===== src/rtl/fetch_stage.sv =====
// Instruction fetch stage with IF/ID pipeline register.
// Owns the PC and squashes wrong-path fetches, including in-flight ones.
module fetch_stage #(
  parameter logic [31:0] RESET_PC = 32'h0000_0000
) (
  input  logic        clk,
  input  logic        rst,
  input  logic [1:0]  branch_jump,
  input  logic [31:0] branch_target,
  input  logic [31:0] jump_target,
  input  logic [31:0] jr_target,
  input  logic        flush,
  input  logic        stall,
  output logic        imem_req,
  output logic [31:0] imem_addr,
  input  logic        imem_ready,
  input  logic [31:0] imem_rdata,
  output logic [31:0] pc,
  output logic [31:0] if_id_instr,
  output logic [31:0] if_id_pc4,
  output logic        if_id_valid
);

  localparam logic [31:0] RST_PC = {RESET_PC[31:2], 2'b00};

  typedef enum logic [1:0] {
    S_FETCH,
    S_DRAIN,
    S_HOLD
  } state_t;

  state_t      state_q, state_d;
  logic [31:0] pc_q, pc_d;
  logic [31:0] instr_q, instr_d;
  logic [31:0] pc4_q, pc4_d;
  logic        valid_q, valid_d;
  logic [31:0] skid_instr_q, skid_instr_d;
  logic [31:0] skid_pc4_q, skid_pc4_d;
  logic [31:0] redir_q, redir_d;
  logic [31:0] tgt;
  logic [31:0] pc_inc;

  assign pc_inc      = pc_q + 32'd4;
  assign imem_addr   = pc_q;
  assign pc          = pc_q;
  assign if_id_instr = instr_q;
  assign if_id_pc4   = pc4_q;
  assign if_id_valid = valid_q;

  // Redirect target; code 0 refetches the current pc.
  always_comb begin
    tgt = pc_q;
    unique case (branch_jump)
      2'd1:    tgt = {branch_target[31:2], 2'b00};
      2'd2:    tgt = {jump_target[31:2], 2'b00};
      2'd3:    tgt = {jr_target[31:2], 2'b00};
      default: tgt = pc_q;
    endcase
  end

  // Next-state, IF/ID update and request decode.
  always_comb begin
    state_d      = state_q;
    pc_d         = pc_q;
    instr_d      = instr_q;
    pc4_d        = pc4_q;
    valid_d      = valid_q;
    skid_instr_d = skid_instr_q;
    skid_pc4_d   = skid_pc4_q;
    redir_d      = redir_q;
    imem_req     = !rst && (state_q != S_HOLD);
    unique case (state_q)
      S_FETCH: begin
        if (imem_ready) begin
          if (flush) begin
            valid_d = 1'b0;
            instr_d = 32'd0;
            pc_d    = tgt;
          end else if (stall) begin
            skid_instr_d = imem_rdata;
            skid_pc4_d   = pc_inc;
            state_d      = S_HOLD;
          end else begin
            instr_d = imem_rdata;
            pc4_d   = pc_inc;
            valid_d = 1'b1;
            pc_d    = pc_inc;
          end
        end else if (flush) begin
          valid_d = 1'b0;
          instr_d = 32'd0;
          redir_d = tgt;
          state_d = S_DRAIN;
        end else if (!stall) begin
          valid_d = 1'b0;
          instr_d = 32'd0;
        end
      end
      S_DRAIN: begin
        valid_d = 1'b0;
        instr_d = 32'd0;
        if (flush) begin
          redir_d = tgt;
        end
        if (imem_ready) begin
          pc_d    = flush ? tgt : redir_q;
          state_d = S_FETCH;
        end
      end
      S_HOLD: begin
        if (flush) begin
          valid_d = 1'b0;
          instr_d = 32'd0;
          pc_d    = tgt;
          state_d = S_FETCH;
        end else if (!stall) begin
          instr_d = skid_instr_q;
          pc4_d   = skid_pc4_q;
          valid_d = 1'b1;
          pc_d    = pc_inc;
          state_d = S_FETCH;
        end
      end
      default: state_d = S_FETCH;
    endcase
  end

  // State and pipeline registers with synchronous reset.
  always_ff @(posedge clk) begin
    if (rst) begin
      state_q      <= S_FETCH;
      pc_q         <= RST_PC;
      instr_q      <= 32'd0;
      pc4_q        <= 32'd0;
      valid_q      <= 1'b0;
      skid_instr_q <= 32'd0;
      skid_pc4_q   <= 32'd0;
      redir_q      <= 32'd0;
    end else begin
      state_q      <= state_d;
      pc_q         <= pc_d;
      instr_q      <= instr_d;
      pc4_q        <= pc4_d;
      valid_q      <= valid_d;
      skid_instr_q <= skid_instr_d;
      skid_pc4_q   <= skid_pc4_d;
      redir_q      <= redir_d;
    end
  end

endmodule


===== config.mk =====
export PLATFORM = sky130hd
export DESIGN_NAME = fetch_stage
export DESIGN_NICKNAME = d
export VERILOG_FILES = /design/src/rtl/fetch_stage.sv
export SDC_FILE = /design/constraint.sdc
export NUM_CORES = 1
export LEC_CHECK = 0
export CORE_MARGIN = 1.5
export CORE_UTILIZATION = 49
export DETAILED_ROUTE_END_ITERATION = 7
export PLACE_DENSITY = 0.81
export SETUP_SLACK_MARGIN = 0.2
export SYNTH_ARGS = -nofsm -noshare
export SYNTH_HDL_FRONTEND = slang
export SYNTH_SLANG_ARGS = --single-unit
export TNS_END_PERCENT = 30

===== constraint.sdc =====
create_clock -name clk -period 2.99 [get_ports clk]
set_clock_uncertainty 0.15 [all_clocks]
set_input_delay 0.598 -clock clk [delete_from_list [all_inputs] [get_ports clk]]
set_output_delay 0.598 -clock clk [all_outputs]
set_load 0.02 [all_outputs]

-- Word-level counts from Yosys, hierarchy flattened
Cells that the tools add are included.
- register bits: 195
- word-level logic and storage cells: 79
- output and inout bits: 130
- bits of input ports: 135
- equal/unequal tests: 19
- multiplexer cells: 37
- add/subtract/negate cells: 1
- reductions and logical operators: 13
- bitwise operators: 1
- operator list (cell ; count):
    2-to-1 mux 32 bit ; 18
    case mux 32 bit (3 select lines) ; 3
    case mux 32 bit (2 select lines) ; 2
    adder 32 x 3 -> 32 bit, second input constant ; 1
    != test 2 bit, second input constant ; 8
    != test 3 bit, second input constant ; 5
    2-to-1 mux 2 bit ; 7
    == test 2 bit, second input constant ; 3
    case mux 2 bit (3 select lines) ; 1
    AND reduction 3 bit ; 2
    AND reduction 6 bit ; 1
    2-to-1 mux 1 bit ; 5
    AND reduction 5 bit ; 1
    == test 2 x 1 -> 1 bit, second input constant ; 2
    != test 4 bit, second input constant ; 1
    AND reduction 2 bit ; 2
    AND reduction 4 bit ; 1
    nonzero test 2 bit ; 2
    case mux 1 bit (3 select lines) ; 1
    nonzero test 3 bit ; 1
    logical NOT 2 bit ; 1
    logical AND 1 bit ; 1
    logical NOT 1 bit ; 1
    inverter 1 bit ; 1

-- Logic depth before layout (Yosys ltp)
- word-level depth: 5
- gate-level depth with buffers: 11
- mapped depth without buffers: 7

-- Worst setup path before layout
Ideal clock, no wire load.
- path kind: flip-flop to flip-flop
- start: register pc_q[3], in the netlist imem_addr[3]
- end: register pc4_q[22], in the netlist if_id_pc4[22]
- setup time: 0.074 ns
- setup slack: 0.596 ns
- clock period less this slack: 2.394 ns
- stages on the path, launching flop included: 7
- required time: 2.766 ns
- path buffers: 0
- data arrival time: 2.170 ns
- path through: dfxtp_1 > ha_1 > nand4_4 > nor4_4 > nand3_2 > or4_1 > a31oi_1
- longest elaborated chain between the ends: 5
- ends and longest elaborated chain (element ; line ; RTL):
    start: declaration ; 33 ; logic [31:0] pc_q, pc_d;
    start signal: assignment ; 141 ; pc_q <= pc_d;
    adder 32 x 3 -> 32 bit ; 43 ; assign pc_inc = pc_q + 32'd4;
    2-to-1 mux 32 bit ; 79 ; end else if (stall) begin
    2-to-1 mux 32 bit ; 75 ; if (flush) begin
    2-to-1 mux 32 bit ; 74 ; if (imem_ready) begin
    case mux 32 bit (2 select lines) ; 72 ; unique case (state_q)
    end signal: assignment ; 143 ; pc4_q <= pc4_d;
    end: declaration ; 35 ; logic [31:0] pc4_q, pc4_d;
No other way between the ends. The select of a mux whose other input is x is not followed.
A chain may end at the register's enable or synchronous reset.

-- Worst setup path in the final report
- start: register state_q[1]
- end: register pc4_q[20], in the netlist if_id_pc4[20]
- longest elaborated chain between the ends: 3
- elaborated cells between the ends (all ways): 10
- classes of those cells: eq/ne: 6; mux: 1; reduce/logical: 3
- ends and longest elaborated chain (element ; line ; RTL):
    start: declaration ; 32 ; state_t state_q, state_d;
    start signal: assignment ; 140 ; state_q <= state_d;
    == test 2 bit / logical NOT 2 bit (equally long branches) ; 72 ;
    != test 2 bit (no line) / nonzero test 2 bit (equally long branches) ; n/a ;
    AND reduction 6 bit (no line) ; n/a ;
Several ways; a longest one is shown, not always the timed one.

==> qor.yml <==
std_cell_rows: 52
drt_iter0_markers: 1078
hold_buffers: 0
max_slew.worst_pin.slew_ps: 1017
start_util_pct: 49.82
dp_hpwl_um: 20470
viasPerCell: 5.848
maxSlewViolCount: 0
placed_area_um2: 12630
clock_path_buffers: 2
nets: 1553
ir_drop_uv: 386.2
place_congestion: 0.8980
finalPower_w: 0.006990
routed_wl_um: 29780
via_count: 9919
synth_fp_nets: 1385
postRouteAntennaNets: 0
seq_area_um2: 3904
slew_headroom_pct: 31.94
crit_required_ps: 3210
synth_edf_count: 0
grt_pass1_wl_um: 47330
endpoint_kind: "register"
p_leak_nw: 4.522
yosysUniqueCellTypes: 67
post-route-drc-count: 0
hold_viol_final: 0
die_y_um: 146.2
antenna_found_initial: 0
wl_per_cell_um: 17.56
powerDensity_nw_per_um2: 528.0
final_area_um2: 13240
cap_violations: 0
final_cell_mix: "254 x clkdlybuf4s50_1, 195 x dfxtp_1, 193 x nand2_1"
fmax_mhz: 390.7
antenna_cells: 0
clkLatencyLatePin_ps: 440
grt_start_max_net_pins: 191
syn_inst: 1245
min_path_type: "reg2reg"
critical_path_class: "reg2reg"
avgSynthCellArea_um2: 8.071
io_buffers: 258
final_common_cell: "clkdlybuf4s50_1"
path_clk_slew_ps: 80
period_share_pct: 85.60
cts_tree: "done"
io_pins: 265
area_growth_pct: 31.75
seq_area_frac_synth_pct: 38.85
multi_input_area_um2: 5388
arrival_ps: 2770
grt.total_usage_pct: 27.54
cts-root-buf: "clkbuf_16"
fill_cells: 1687
async_reset_ff_share_pct: 0
run_status: "finished, final reports clean"
synth_area_um2: 10050
critPathMaxFanout: 9
synthFlopType: "dfxtp_1"
grt_pass1_vias: 9038
gr-total-overflow: 0
first_pass_iters: 6
cp-start-kind: "register"
fin_setup_tns_ps: 0
setup_viol: 0
cts_inserted_buffers: 17
yosys_warnings: 0
yosys_register_bits: 195
layout-drive-gt1-share_pct: 8.906
period_needed_ps: 2559
coreArea_um2: 20170
rsz0062_at_grt: "no"
die_area_um2: 21370
htreeDepth: 4
cts_sinks: 195
die_width_um: 146.2
[cell usage after synthesis, types with 29 or more instances]
master      n  area [um2]
a211oi_1   29       217.7
a22oi_1    35       262.8
nand2_1   193       724.4
dfxtp_1   195        3904
buf_4      38       285.3
mux4_2     30       675.7
nor3_1     77       385.4
clkbuf_1   78       292.8
nor2_1    119       446.7
o21ai_0    38       190.2
nand3_1    31       155.2
a21oi_1   144       720.7
[worst max-delay path, stage by stage, from the launching register on]
cell and delay (ps):
dfxtp_1 410, ha_1 440, mux2i_1 180, or3_1 460, nor2_1 470, o21ai_0 180
a31oi_1 190
[sequential cells by signal, indices dropped and copies added (netlist names)]
register	cells
skid_instr_q	32
if_id_pc4	32
if_id_instr	32
if_id_valid	1
redir_q	32
imem_addr	32
skid_pc4_q	32
state_q	2
[layout make-up]
class,instances,share of cell area [%]
sequential,195,29.49
clock inverter,15,1.361
clock buffer,17,3.213
timing repair buffer,297,22.21
inverter,17,0.4820
multi-input combinational,885,40.70
tap,270,2.552
[where the power goes]
part	leakage [nW]	internal (W)	switching [W]
sequential	1.59	0.00275	0.000180
combinational	2.64	0.000785	0.000970
clock	0.292	0.00114	0.00116
total	4.52	0.00468	0.00231
[cells by family (layout without fill, tap and decap cells)]
family | count (synthesis) | in the layout | synth area share (%)
AND/OR/NAND/NOR | 490 | 490 | 22.86
adder cells (fa/ha/maj) | 5 | 5 | 0.6226
flip-flops | 195 | 195 | 38.85
multiplexers | 41 | 41 | 7.832
XOR/XNOR | 19 | 19 | 1.656
buffers and inverters | 165 | 346 | 7.882
AO/OA/AOI/OAI | 330 | 330 | 20.30
[worst paths after layout]
| kind | start | endpoint | slack [ps] | cells after the start |
|---|---|---|---|---|
| max | state_q[1] | if_id_pc4[20] | 430 | 6 |
| min | redir_q[14] | redir_q[14] | 300 | 2 |
| max reg2reg | state_q[1] | if_id_pc4[20] | 430 | 6 |
| min reg2reg | redir_q[14] | redir_q[14] | 300 | 2 |
[timing repair]
item / in CTS / in global routing
resized for setup: 1 / 0
buffers inserted: 0 / 0
endpoints found under the setup margin: 1 / 0
[through the flow]
step                      hold slack, ps  util (%)  cells  setup WS (ps)
after floorplan                    281.2         -   1245          596.1
after global placement             287.8     62.64   1664          298.5
after detailed placement           293.8     62.64   1664          276.2
after CTS                          304.5     65.64   1696          421.4
after global routing               324.4     65.64   1696          225.2
final                              303.2     65.64   1696          430.5
[per-layer routing]
| layer | up-vias | global-route usage [%] | part of all wire [%] |
|---|---|---|---|
| met5 | - | 0 | 0 |
| met4 | 0 | 10.45 | 2.7 |
| met3 | 50 | 4.625 | 8.2 |
| met2 | 492 | 45.47 | 48 |
| met1 | 4625 | 36.17 | 41 |
| li1 | 4752 | - | - |
No activity file was read; power rests on OpenSTA's default activity.
